--- config.mk ---
export PLATFORM = sky130hd
export DESIGN_NAME = spi_command_decoder_flat
export DESIGN_NICKNAME = d
export VERILOG_FILES = /design/src/rtl/spi_command_decoder_if.sv /design/src/rtl/spi_command_decoder.sv /design/src/flat_wrapper.sv
export SDC_FILE = /design/constraint.sdc
export NUM_CORES = 1
export LEC_CHECK = 0
export CAP_MARGIN = 20
export CORE_MARGIN = 4
export CORE_UTILIZATION = 49
export DETAILED_ROUTE_END_ITERATION = 8
export GPL_ROUTABILITY_DRIVEN = 0
export PLACE_DENSITY = 0.79
export RECOVER_POWER = 25
export SYNTH_ARGS = -nofsm -noshare
export SYNTH_HDL_FRONTEND = slang
export SYNTH_SLANG_ARGS = --single-unit
--- constraint.sdc ---
create_clock -name i_clock -period 1.9 [get_ports i_clock]
set_input_delay 0.19 -clock i_clock [delete_from_list [all_inputs] [get_ports i_clock]]
set_output_delay 0.19 -clock i_clock [all_outputs]
set_load 0.005 [all_outputs]
--- src/rtl/spi_command_decoder_if.sv ---
// ---------------------------------------------------------------------------
// spi_command_decoder_if
// Driver write bus between the SPI command decoder and the driver array.
//   drv_wr_valid : write request from the decoder
//   drv_wr_ready : addressed driver accepts (transfer when valid & ready)
//   drv_sel      : one-hot driver select, zero whenever drv_wr_valid is low
//   drv_wr_cmd   : 32-bit command word forwarded to the selected driver
// Modports: master = decoder side, slave = driver array side.
// ---------------------------------------------------------------------------
interface spi_command_decoder_if #(
  parameter int NUM_OF_DRIVERS = 10
);
  logic                      drv_wr_valid;
  logic                      drv_wr_ready;
  logic [NUM_OF_DRIVERS-1:0] drv_sel;
  logic [31:0]               drv_wr_cmd;

  modport master (
    output drv_wr_valid,
    output drv_sel,
    output drv_wr_cmd,
    input  drv_wr_ready
  );

  modport slave (
    input  drv_wr_valid,
    input  drv_sel,
    input  drv_wr_cmd,
    output drv_wr_ready
  );
endinterface

--- src/rtl/spi_command_decoder.sv ---
// ---------------------------------------------------------------------------
// spi_command_decoder
// Captures each 32-bit word from the SPI slave shift register on a rising
// edge of latch_data, decodes the opcode in bits [31:30] and either issues a
// one-hot driver write, writes a backend config register half, or updates the
// control mode. Also turns control_trigger rises into a one-cycle backend
// start pulse when armed (ctrl_mode[3]) and the backend is idle.
//
// Ports
//   i_clock, i_reset        : system clock, synchronous active-high reset
//   i_spi_word              : parallel word, stable while latch_data is high
//   i_latch_data            : async pad, rising edge = word complete
//   i_control_trigger       : async pad, rising edge = start request
//   drv_if (master)         : driver write bus (valid/ready/sel/cmd)
//   o_cfg_*                 : backend timing/config registers
//   o_ctrl_mode             : bits [29:26] of the last CONTROL word
//   o_start_pulse           : one-cycle backend start
//   i_backend_busy          : backend running an update cycle
//   o_cmd_error             : sticky error flag, cleared only by reset
//   o_err_count             : saturating error-event counter (optional)
//
// Build option: define DECODER_ERR_CNT_EN to add o_err_count[7:0].
// ---------------------------------------------------------------------------
module spi_command_decoder #(
  parameter int NUM_OF_DRIVERS = 10,
  parameter int SYNC_STAGES    = 2
) (
  input  logic                  i_clock,
  input  logic                  i_reset,
  input  logic [31:0]           i_spi_word,
  input  logic                  i_latch_data,
  input  logic                  i_control_trigger,
  spi_command_decoder_if.master drv_if,
  output logic [31:0]           o_cfg_ccr0,
  output logic [31:0]           o_cfg_ccr1,
  output logic [31:0]           o_cfg_ordering_complete,
  output logic [15:0]           o_cfg_row_limit,
  output logic [15:0]           o_cfg_col_limit,
  output logic [15:0]           o_cfg_inverter_select,
  output logic [15:0]           o_cfg_row_col_select,
  output logic [3:0]            o_ctrl_mode,
  output logic                  o_start_pulse,
  input  logic                  i_backend_busy,
  output logic                  o_cmd_error
`ifdef DECODER_ERR_CNT_EN
  ,
  output logic [7:0]            o_err_count
`endif
);

  typedef enum logic [1:0] {
    ST_IDLE   = 2'd0,
    ST_DECODE = 2'd1,
    ST_ISSUE  = 2'd2
  } state_t;

  // One-hot select for a driver index; indices outside the array give zero.
  function automatic logic [NUM_OF_DRIVERS-1:0] f_onehot(input logic [3:0] idx);
    logic [NUM_OF_DRIVERS-1:0] v;
    v = {NUM_OF_DRIVERS{1'b0}};
    for (int i = 0; i < NUM_OF_DRIVERS; i++) begin
      v[i] = (32'(idx) == $unsigned(i));
    end
    return v;
  endfunction

  // Synchronizers and edge detect state
  logic [SYNC_STAGES-1:0] r_latch_sync;
  logic [SYNC_STAGES-1:0] r_trig_sync;
  logic                   r_latch_prev;
  logic                   r_trig_prev;
  logic                   w_latch_rise;
  logic                   w_trig_rise;

  // Command path
  state_t                 r_state;
  state_t                 w_state_nxt;
  logic [31:0]            r_cmd_q;
  logic [31:0]            r_pend_word;
  logic                   r_pend_full;
  logic                   w_direct_load;
  logic                   w_pend_load;
  logic                   w_pend_accept;
  logic                   w_drop;

  // Decode fields
  logic [1:0]             w_opcode;
  logic [3:0]             w_drv_idx;
  logic [5:0]             w_cfg_addr;
  logic [15:0]            w_cfg_data;
  logic                   w_is_drv;
  logic                   w_is_cfg;
  logic                   w_is_ctrl;
  logic                   w_drv_idx_ok;
  logic                   w_cfg_addr_ok;
  logic                   w_in_decode;
  logic                   w_bad_drv;
  logic                   w_bad_cfg;
  logic                   w_cfg_wr;
  logic                   w_ctrl_wr;
  logic                   w_err_any;

  // Registered driver bus and their next values
  logic                      r_drv_valid;
  logic [NUM_OF_DRIVERS-1:0] r_drv_sel;
  logic [31:0]               r_drv_cmd;
  logic                      w_valid_nxt;
  logic [NUM_OF_DRIVERS-1:0] w_sel_nxt;
  logic [31:0]               w_cmd_nxt;

  // Config / control / status registers
  logic [31:0]            r_cfg_ccr0;
  logic [31:0]            r_cfg_ccr1;
  logic [31:0]            r_cfg_ordering_complete;
  logic [15:0]            r_cfg_row_limit;
  logic [15:0]            r_cfg_col_limit;
  logic [15:0]            r_cfg_inverter_select;
  logic [15:0]            r_cfg_row_col_select;
  logic [3:0]             r_ctrl_mode;
  logic                   r_start_pulse;
  logic                   r_cmd_error;

  // Pad synchronizers plus the previous synchronized value for edge detect
  always_ff @(posedge i_clock) begin
    if (i_reset) begin
      r_latch_sync <= {SYNC_STAGES{1'b0}};
      r_trig_sync  <= {SYNC_STAGES{1'b0}};
      r_latch_prev <= 1'b0;
      r_trig_prev  <= 1'b0;
    end else begin
      r_latch_sync <= {r_latch_sync[SYNC_STAGES-2:0], i_latch_data};
      r_trig_sync  <= {r_trig_sync[SYNC_STAGES-2:0], i_control_trigger};
      r_latch_prev <= r_latch_sync[SYNC_STAGES-1];
      r_trig_prev  <= r_trig_sync[SYNC_STAGES-1];
    end
  end

  assign w_latch_rise = r_latch_sync[SYNC_STAGES-1] & ~r_latch_prev;
  assign w_trig_rise  = r_trig_sync[SYNC_STAGES-1] & ~r_trig_prev;

  // In IDLE a held pending word is consumed first; a rise in that same cycle
  // refills the buffer, so only a rise against a full, non-draining buffer drops.
  assign w_direct_load = w_latch_rise & (r_state == ST_IDLE) & ~r_pend_full;
  assign w_pend_load   = (r_state == ST_IDLE) & r_pend_full;
  assign w_pend_accept = w_latch_rise & ~w_direct_load & (~r_pend_full | w_pend_load);
  assign w_drop        = w_latch_rise & r_pend_full & ~w_pend_load;

  assign w_opcode      = r_cmd_q[31:30];
  assign w_drv_idx     = r_cmd_q[29:26];
  assign w_cfg_addr    = r_cmd_q[21:16];
  assign w_cfg_data    = r_cmd_q[15:0];
  // SEL words share opcode 10 with CONFIG and are told apart by bit 22.
  assign w_is_drv      = (w_opcode == 2'b00) | (w_opcode == 2'b01) |
                         ((w_opcode == 2'b10) & r_cmd_q[22]);
  assign w_is_cfg      = (w_opcode == 2'b10) & ~r_cmd_q[22];
  assign w_is_ctrl     = (w_opcode == 2'b11);
  assign w_drv_idx_ok  = (32'(w_drv_idx) < $unsigned(NUM_OF_DRIVERS));
  assign w_cfg_addr_ok = (w_cfg_addr <= 6'd9);
  assign w_in_decode   = (r_state == ST_DECODE);
  assign w_bad_drv     = w_in_decode & w_is_drv & ~w_drv_idx_ok;
  assign w_bad_cfg     = w_in_decode & w_is_cfg & ~w_cfg_addr_ok;
  assign w_cfg_wr      = w_in_decode & w_is_cfg & w_cfg_addr_ok;
  assign w_ctrl_wr     = w_in_decode & w_is_ctrl;
  assign w_err_any     = w_drop | w_bad_drv | w_bad_cfg;

  // Word capture into cmd_q and the one-deep pending buffer
  always_ff @(posedge i_clock) begin
    if (i_reset) begin
      r_cmd_q     <= 32'd0;
      r_pend_word <= 32'd0;
      r_pend_full <= 1'b0;
    end else begin
      if (w_direct_load) begin
        r_cmd_q <= i_spi_word;
      end else if (w_pend_load) begin
        r_cmd_q <= r_pend_word;
      end else begin
        r_cmd_q <= r_cmd_q;
      end
      if (w_pend_accept) begin
        r_pend_word <= i_spi_word;
        r_pend_full <= 1'b1;
      end else if (w_pend_load) begin
        r_pend_full <= 1'b0;
      end else begin
        r_pend_full <= r_pend_full;
      end
    end
  end

  // FSM state register
  always_ff @(posedge i_clock) begin
    if (i_reset) begin
      r_state <= ST_IDLE;
    end else begin
      r_state <= w_state_nxt;
    end
  end

  // FSM next-state logic
  always_comb begin
    w_state_nxt = r_state;
    case (r_state)
      ST_IDLE: begin
        if (w_direct_load || w_pend_load) begin
          w_state_nxt = ST_DECODE;
        end else begin
          w_state_nxt = ST_IDLE;
        end
      end
      ST_DECODE: begin
        // Config, control and rejected words all finish here.
        if (w_is_drv && w_drv_idx_ok) begin
          w_state_nxt = ST_ISSUE;
        end else begin
          w_state_nxt = ST_IDLE;
        end
      end
      ST_ISSUE: begin
        if (r_drv_valid && drv_if.drv_wr_ready) begin
          w_state_nxt = ST_IDLE;
        end else begin
          w_state_nxt = ST_ISSUE;
        end
      end
      default: begin
        w_state_nxt = ST_IDLE;
      end
    endcase
  end

  // FSM output logic: next values for the registered driver bus
  always_comb begin
    w_valid_nxt = 1'b0;
    w_sel_nxt   = {NUM_OF_DRIVERS{1'b0}};
    w_cmd_nxt   = 32'd0;
    // Valid trails the ISSUE state by one register; it drops on the edge that
    // completes the transfer.
    if ((r_state == ST_ISSUE) && !(r_drv_valid && drv_if.drv_wr_ready)) begin
      w_valid_nxt = 1'b1;
      w_sel_nxt   = f_onehot(w_drv_idx);
      w_cmd_nxt   = r_cmd_q;
    end else begin
      w_valid_nxt = 1'b0;
      w_sel_nxt   = {NUM_OF_DRIVERS{1'b0}};
      w_cmd_nxt   = 32'd0;
    end
  end

  // Driver bus output registers
  always_ff @(posedge i_clock) begin
    if (i_reset) begin
      r_drv_valid <= 1'b0;
      r_drv_sel   <= {NUM_OF_DRIVERS{1'b0}};
      r_drv_cmd   <= 32'd0;
    end else begin
      r_drv_valid <= w_valid_nxt;
      r_drv_sel   <= w_sel_nxt;
      r_drv_cmd   <= w_cmd_nxt;
    end
  end

  // Config register writes, landing on the edge that ends DECODE
  always_ff @(posedge i_clock) begin
    if (i_reset) begin
      r_cfg_ccr0              <= 32'd0;
      r_cfg_ccr1              <= 32'd0;
      r_cfg_ordering_complete <= 32'd0;
      r_cfg_row_limit         <= 16'd0;
      r_cfg_col_limit         <= 16'd0;
      r_cfg_inverter_select   <= 16'd0;
      r_cfg_row_col_select    <= 16'd0;
    end else if (w_cfg_wr) begin
      case (w_cfg_addr)
        6'd0:    r_cfg_ccr0[15:0]               <= w_cfg_data;
        6'd1:    r_cfg_ccr0[31:16]              <= w_cfg_data;
        6'd2:    r_cfg_ccr1[15:0]               <= w_cfg_data;
        6'd3:    r_cfg_ccr1[31:16]              <= w_cfg_data;
        6'd4:    r_cfg_ordering_complete[15:0]  <= w_cfg_data;
        6'd5:    r_cfg_ordering_complete[31:16] <= w_cfg_data;
        6'd6:    r_cfg_row_limit                <= w_cfg_data;
        6'd7:    r_cfg_col_limit                <= w_cfg_data;
        6'd8:    r_cfg_inverter_select          <= w_cfg_data;
        6'd9:    r_cfg_row_col_select           <= w_cfg_data;
        default: r_cfg_row_col_select           <= r_cfg_row_col_select;
      endcase
    end else begin
      r_cfg_ccr0 <= r_cfg_ccr0;
    end
  end

  // Control mode register, written by CONTROL words
  always_ff @(posedge i_clock) begin
    if (i_reset) begin
      r_ctrl_mode <= 4'd0;
    end else if (w_ctrl_wr) begin
      r_ctrl_mode <= r_cmd_q[29:26];
    end else begin
      r_ctrl_mode <= r_ctrl_mode;
    end
  end

  // Backend start: one pulse per trigger rise when armed and backend idle
  always_ff @(posedge i_clock) begin
    if (i_reset) begin
      r_start_pulse <= 1'b0;
    end else begin
      r_start_pulse <= w_trig_rise & r_ctrl_mode[3] & ~i_backend_busy;
    end
  end

  // Sticky error flag
  always_ff @(posedge i_clock) begin
    if (i_reset) begin
      r_cmd_error <= 1'b0;
    end else begin
      r_cmd_error <= r_cmd_error | w_err_any;
    end
  end

`ifdef DECODER_ERR_CNT_EN
  // A drop and a decode error can coincide, so up to two events per cycle.
  logic [7:0] r_err_count;
  logic [1:0] w_err_evt_cnt;
  logic [8:0] w_err_sum;

  assign w_err_evt_cnt = {1'b0, w_drop} + {1'b0, (w_bad_drv | w_bad_cfg)};
  assign w_err_sum     = {1'b0, r_err_count} + {7'd0, w_err_evt_cnt};

  // Saturating error-event counter
  always_ff @(posedge i_clock) begin
    if (i_reset) begin
      r_err_count <= 8'd0;
    end else if (w_err_sum > 9'd255) begin
      r_err_count <= 8'd255;
    end else begin
      r_err_count <= w_err_sum[7:0];
    end
  end

  assign o_err_count = r_err_count;
`else
  // Without the counter only the sticky flag records errors.
`endif

  assign drv_if.drv_wr_valid     = r_drv_valid;
  assign drv_if.drv_sel          = r_drv_sel;
  assign drv_if.drv_wr_cmd       = r_drv_cmd;
  assign o_cfg_ccr0              = r_cfg_ccr0;
  assign o_cfg_ccr1              = r_cfg_ccr1;
  assign o_cfg_ordering_complete = r_cfg_ordering_complete;
  assign o_cfg_row_limit         = r_cfg_row_limit;
  assign o_cfg_col_limit         = r_cfg_col_limit;
  assign o_cfg_inverter_select   = r_cfg_inverter_select;
  assign o_cfg_row_col_select    = r_cfg_row_col_select;
  assign o_ctrl_mode             = r_ctrl_mode;
  assign o_start_pulse           = r_start_pulse;
  assign o_cmd_error             = r_cmd_error;

endmodule

--- src/flat_wrapper.sv ---
// flat-port wrapper written by rule: the top's interface ports become plain ports
module spi_command_decoder_flat 
#(
  parameter int NUM_OF_DRIVERS = 10,
  parameter int SYNC_STAGES    = 2
)
  (i_clock, i_reset, i_spi_word, i_latch_data, i_control_trigger, o_cfg_ccr0, o_cfg_ccr1, o_cfg_ordering_complete, o_cfg_row_limit, o_cfg_col_limit, o_cfg_inverter_select, o_cfg_row_col_select, o_ctrl_mode, o_start_pulse, i_backend_busy, o_cmd_error, drv_if_drv_wr_valid, drv_if_drv_sel, drv_if_drv_wr_cmd, drv_if_drv_wr_ready);
  spi_command_decoder_if #(.NUM_OF_DRIVERS(NUM_OF_DRIVERS)) drv_if_i ();
  input  logic i_clock;
  input  logic i_reset;
  input  logic [31:0] i_spi_word;
  input  logic i_latch_data;
  input  logic i_control_trigger;
  output logic [31:0] o_cfg_ccr0;
  output logic [31:0] o_cfg_ccr1;
  output logic [31:0] o_cfg_ordering_complete;
  output logic [15:0] o_cfg_row_limit;
  output logic [15:0] o_cfg_col_limit;
  output logic [15:0] o_cfg_inverter_select;
  output logic [15:0] o_cfg_row_col_select;
  output logic [3:0] o_ctrl_mode;
  output logic o_start_pulse;
  input  logic i_backend_busy;
  output logic o_cmd_error;
  output wire logic [$bits(drv_if_i.drv_wr_valid)-1:0] drv_if_drv_wr_valid;
  output wire logic [$bits(drv_if_i.drv_sel)-1:0] drv_if_drv_sel;
  output wire logic [$bits(drv_if_i.drv_wr_cmd)-1:0] drv_if_drv_wr_cmd;
  input wire logic [$bits(drv_if_i.drv_wr_ready)-1:0] drv_if_drv_wr_ready;
  assign drv_if_drv_wr_valid = drv_if_i.drv_wr_valid;
  assign drv_if_drv_sel = drv_if_i.drv_sel;
  assign drv_if_drv_wr_cmd = drv_if_i.drv_wr_cmd;
  assign drv_if_i.drv_wr_ready = drv_if_drv_wr_ready;
  spi_command_decoder #(.NUM_OF_DRIVERS(NUM_OF_DRIVERS), .SYNC_STAGES(SYNC_STAGES)) u_core (.i_clock(i_clock), .i_reset(i_reset), .i_spi_word(i_spi_word), .i_latch_data(i_latch_data), .i_control_trigger(i_control_trigger), .drv_if(drv_if_i), .o_cfg_ccr0(o_cfg_ccr0), .o_cfg_ccr1(o_cfg_ccr1), .o_cfg_ordering_complete(o_cfg_ordering_complete), .o_cfg_row_limit(o_cfg_row_limit), .o_cfg_col_limit(o_cfg_col_limit), .o_cfg_inverter_select(o_cfg_inverter_select), .o_cfg_row_col_select(o_cfg_row_col_select), .o_ctrl_mode(o_ctrl_mode), .o_start_pulse(o_start_pulse), .i_backend_busy(i_backend_busy), .o_cmd_error(o_cmd_error));
endmodule
==> qor.txt, run 1 <==
Root Buffer: clkbuf_16
Top-area cell type share of the netlist area: 55.13%
Chip height: 152.6 um
Sequential fraction of the synthesis area: 55.13%
Pleak: 5.928 nW
Synth area leaders: dfxtp_1 55%, mux2i_1 9.7%, nand2_1 9.6%, nor2_1 5.1%, a21oi_1 4.9%
Reg2Reg Depth: 5
WHS Path Cells: 4
Initial antenna violation count: 0
Die area: 0.02327 mm2
Primary FF master, synth: dfxtp_1
Final critical-path share of the clock period: 97.08%
Starting DRT DRC Count: 592
Gr usage total: 23.96%
Initial Util: 50.28%
CTS tree: yes
Fill cells: 1569
Layout cell share with drive strength beyond 1: 8.284%
Critical Path Source Type: register
Relative max-transition margin: 50.78%
Avg Cell Area, Syn: 9.258 um2
Max-Cap Viols: 0
Worst skew pair latency: 530 ps
Crit path capture type: register
Post-synth net total: 1144
Overall power: 12.69 mW
Async SR Flop Fraction: 0%
Largest net degree at the start of global routing: 136
ANT cells: 0
Synth top cells by count: 282 x dfxtp_1, 261 x nand2_1, 139 x nor2_1
RSZ-0062 raised after global routing: yes
Hold Slack: 72.52 ps
Flops & latches, synth: 282
Clk slew on worst S/H paths: 60 ps
Pwr dens: 900.5 mW/mm2
Clock skew: 8.264 ps
Nets: 1370
Most common cell in the netlist: dfxtp_1
Mapped cell area: 0.01024 mm2
Final setup viols: 0
Crit path DAT: 2240 ps
Hold Crit Class: input pin to register
Routed len/inst: 18.47 um
Count of pins over their slew limit: 0
HPWL after detailed placement: 19480 um
Count of cell types in the netlist: 38
CTS max path bufs: 3
CTS Sinks: 282
Post-synth EDFFs: 0
Routed WL: 29960 um
Total number of vias: 8636
Antenna-violating nets left: 0
Drt via density: 5.324
Post-Synthesis Cells: 1106
Highest Clock Rate: 542.2 MHz
Worst slew pin tran: 737.4 ps
Grt ovf: 0
CTS H-tree depth: 1
TritonRoute pass-1 iters: 5
Fin. Hold Viols: 0
Die X-Extent: 152.6 um
Status: complete, no violations
Maximum VDD drop: 0.7774 mV
Area leader, netlist: dfxtp_1
# rows: 52
Final Critical Period: 1844 ps
IO buf count: 246
I/O Pins: 247
Core Footprint: 0.02036 mm2
First-pass GRT wire length: 45150 um
Num CTS Buffers: 28
Area growth, synth to finish: 37.60%
Synth warn: 0
Vias in the first global route: 8105
Crit Path Category: register to register
Worst-path fanout max: 16
Worst EP required: 2290 ps
DRC errors left: 0
## kinds of logic after synthesis
family | after synthesis | synth area share (%)
DFF | 282 | 55.13
muxes | 99 | 9.677
buffers and inverters | 97 | 4.607
and+or+nand+nor | 485 | 22.24
AOI/OAI and AO/OA | 143 | 8.346
## metrics by stage
stage / TNS [ps] / util [%] / setup slack, ps / cell area [um2] / instances
after floorplan: 0 / - / 187.4 / 10240 / 1106
after global placement: -28.85 / 63.66 / -28.85 / 12960 / 1567
after detailed placement: -16.74 / 63.66 / -16.74 / 12960 / 1567
after CTS: 0 / 68.70 / 32.59 / 13990 / 1617
after global routing: -211.1 / 69.19 / -30.95 / 14090 / 1622
final: 0 / 69.19 / 55.57 / 14090 / 1622
## registers in the layout, indices dropped and copies added (netlist names), 32 cells and up
signal                          cells
u_core.drv_if.drv_wr_cmd           32
u_core.o_cfg_ccr0                  32
u_core.o_cfg_ccr1                  32
u_core.o_cfg_ordering_complete     32
u_core.r_cmd_q                     32
u_core.r_pend_word                 32
## cells in the final DEF (no fill, tap or decap), drive strengths merged
cell type,n
and3,32
and4bb,1
nand4bb,1
o211ai,1
mux2i,99
a21boi,1
a211oi,2
nand4,6
nor3,7
inv,4
nand2b,4
clkbuf,42
o21ai,4
nor4b,4
o21ba,1
or2,1
and2,1
a21oi,101
clkdlybuf4s50,189
buf,42
nor2b,10
nand2,261
or3,3
a311oi,33
nand3,1
nor2,140
bufinv,6
nor3b,1
nor4,5
dfxtp,282
dlygate4sd3,56
nand4b,5
clkinv,4
and3b,2
## what timing repair did
action                     CTS  global route
setup buffers                0             4
hold buffers                 0             0
gates cloned                 0             1
gates resized for setup      1             1
setup endpoints to repair    1            38
pin swaps                    0             4
## layout make-up
class	count	area [um2]	area share (%)
clock buffers	40	817.0	5.799
clock inverters	10	203.9	1.447
inverters	4	15.01	0.1066
multi-input cells	727	4131	29.32
flip-flops and latches	282	5645	40.07
well taps	270	337.8	2.398
repair buffers	289	2939	20.86
## routing by layer
layer	vias to the layer above	track usage [%]	share of wire, %	wire [um]
li1	4130	-	-	-
met3	73	3.550	6.1	1834
met4	0	10.48	4.3	1281
met2	327	38.93	47	13970
met5	-	0	0	0
met1	4106	31.90	43	12870
## report_power, final
part	total [mW]	internal (mW)	switching (mW)
Combinational	0.580	0.228	0.352
Clock	6.03	3.79	2.24
Sequential	6.08	5.97	0.112
## worst max-delay path: stages, from the launching register on
cell	delay, ps
dfxtp_1	430
nor3_4	340
buf_4	220
nand4b_2	410
nand2_1	220
a21oi_1	80
## path summary, 6_finish.rpt
check                                                 from                            to  slack [ps]
worst min-delay path                               i_reset  u_core.drv_if.drv_wr_cmd[26]          70
worst min register to register  u_core.o_cfg_row_limit[11]    u_core.o_cfg_row_limit[11]         450
worst max register to register          u_core.r_cmd_q[21]     u_core.o_cfg_col_limit[7]          60
worst max-delay path                    u_core.r_cmd_q[21]     u_core.o_cfg_col_limit[7]          60
Note: power is estimated with default switching activity, not from simulation.
==> inputs of run 2 (changes only) <==
Settings changed: GPL_ROUTABILITY_DRIVEN 0 to unset.
==> results of run 2 <==
No change in the layout: final DEF, timing and power equal those of run 1.
==> inputs of run 3 (changes only) <==
Settings changed: CTS_CLUSTER_SIZE set to 14, SKIP_LAST_GASP set to 1.
==> run 3 against run 2 <==
Compared with the run above: maximum frequency grew 0.73%; wire length fell by 0.59%; clock power grew 0.7%; global-route usage shrank 0.063 points; die area unchanged; final area up 0.33%; setup slack improved by 13 ps; critical path type unchanged; critical endpoint unchanged.
==> qor.txt, run 3 (synthesis results as in run 1) <==
Switching pwr: 2.688 mW
Crit-path cells: nor3_4, buf_4, nand4b_2, nand2_1, a21oi_1
Internal Power: 10.05 mW
Total number of vias: 8668
Comb pwr share: 4.6%
Vias in the first global route: 8153
Worst path max stage delay: 410 ps
Pleak: 5.744 nW
Relative max-transition margin: 51.80%
# rows: 52
Clock skew: 9.540 ps
Area growth, synth to finish: 38.05%
Most frequent cells in the layout: 281 x dfxtp_1, 261 x nand2_1, 245 x clkdlybuf4s50_1
Slowest cell on the critical path: nand4b_2
DRC errors left: 0
RSZ-0062 raised after global routing: yes
Worst EP required: 2290 ps
I/O Pins: 247
Status: complete, no violations
Worst slew pin tran: 722.0 ps
Antenna-violating nets left: 0
Fin worst setup slack: 68.95 ps
First-pass GRT wire length: 45110 um
Count of pins over their slew limit: 0
Gr usage total: 23.89%
Seq pwr share: 47.7%
Crit Path Category: register to register
Maximum VDD drop: 0.7033 mV
Routed WL: 29780 um
Num CTS Buffers: 28
Hold Crit Class: input pin to register
Core Footprint: 0.02036 mm2
Crit path DAT: 2220 ps
ANT cells: 0
IO buf count: 246
Starting DRT DRC Count: 581
Final setup viols: 0
Clk slew on worst S/H paths: 60 ps
Crit path capture type: register
Worst-path fanout max: 16
Critical Path Source Type: register
CTS max path bufs: 3
Pwr dens: 901.0 mW/mm2
Routed len/inst: 18.35 um
Worst skew pair latency: 530 ps
Clock Power Share: 47.7%
Die area: 0.02327 mm2
HPWL after detailed placement: 19480 um
Grt ovf: 0
Nets: 1371
Chip height: 152.6 um
Initial antenna violation count: 0
CTS H-tree depth: 1
Drt via density: 5.341
Count of hold-fix buffers inserted at cts: 0
Die X-Extent: 152.6 um
Layout cell share with drive strength beyond 1: 8.500%
Final Instance Count excl. Fillers: 1623
Commonest non-fill, non-tap cell in the layout: dfxtp_1
Highest Clock Rate: 546.1 MHz
Final Critical Period: 1831 ps
Initial Util: 50.28%
Largest net degree at the start of global routing: 136
Fin. Hold Viols: 0
Placer Congestion: 0.8068
Max-Cap Viols: 0
Dpl ws: -16.74 ps
CTS Sinks: 282
Final critical-path share of the clock period: 96.37%
TritonRoute pass-1 iters: 5
Switching Share: 21.11%
Root Buffer: clkbuf_16
DP Cell Count: 1567
CTS tree: yes
[run 3: cell count changes in the layout (fill, tap and decap cells not counted), sizes merged]
| cell | change |
|---|---|
| buf | +2 |
| clkinvlp | +1 |
| bufinv | +1 |
| dlygate4sd3 | -56 |
| clkdlybuf4s50 | +56 |
| clkbuf | -2 |
| clkinv | -1 |
[run 3: layout make-up]
type                            count  area (um2)
Clock inverter                     11       232.7
Clock buffer                       39       793.3
Sequential cell                   282        5647
Tap cell                          270       337.8
Fill cell                        1559        6228
Timing Repair Buffer              290        2962
Multi-Input combinational cell    727        4149
Inverter                            4       15.01
[run 3: timing repair]
| action | CTS | global route |
|---|---|---|
| endpoints found under the setup margin | 1 | 42 |
| resized for setup | 1 | 3 |
| pin swaps | 0 | 4 |
| cloned | 0 | 1 |
| buffers inserted | 0 | 5 |
[run 3: per-layer routing]
layer | GRT usage, % | routed length (um)
met5 | 0 | 0
met4 | 10.78 | 1339
met3 | 3.749 | 2013
met2 | 38.78 | 13850
met1 | 31.58 | 12570
[run 3: power groups by stage]
stage	clock, mW	combinational (mW)	sequential, mW
2_1_floorplan	0	0.349	6.13
3_3_place_gp	0	0.556	6.20
3_5_place_dp	0	0.565	6.21
4_1_cts	6.14	0.569	6.08
5_1_grt	6.37	0.624	6.08
6_report	6.07	0.584	6.08
[run 3: final timing paths]
check,startpoint,end,slack (ps),cells past startpoint
setup / recovery,u_core.r_cmd_q[20],u_core.o_cfg_col_limit[7],70,5
hold / removal,i_reset,u_core.drv_if.drv_wr_cmd[26],70,4
setup reg to reg,u_core.r_cmd_q[20],u_core.o_cfg_col_limit[7],70,5
hold reg to reg,u_core.o_cfg_row_limit[11],u_core.o_cfg_row_limit[11],450,2
[run 3: metrics by stage]
step                      cell area, um2  utilization, %  TNS [ps]  hold slack (ps)  power, mW
after global routing               14140           69.42    -157.1            75.40      13.08
after floorplan                    10240               -         0            269.4      6.482
after global placement             12960           63.66    -28.85            423.9      6.761
final                              14140           69.42         0            66.40      12.74
after detailed placement           12960           63.66    -16.74            442.5      6.772
after CTS                          14000           68.73         0            43.88      12.79
[run 3: critical path, delay by kind of cell (launching register included)]
| family | cells | cell delay, ps |
|---|---|---|
| simple gates | 3 | 990 |
| buf+inv | 1 | 220 |
| compound gates | 1 | 80 |
| flops | 1 | 400 |
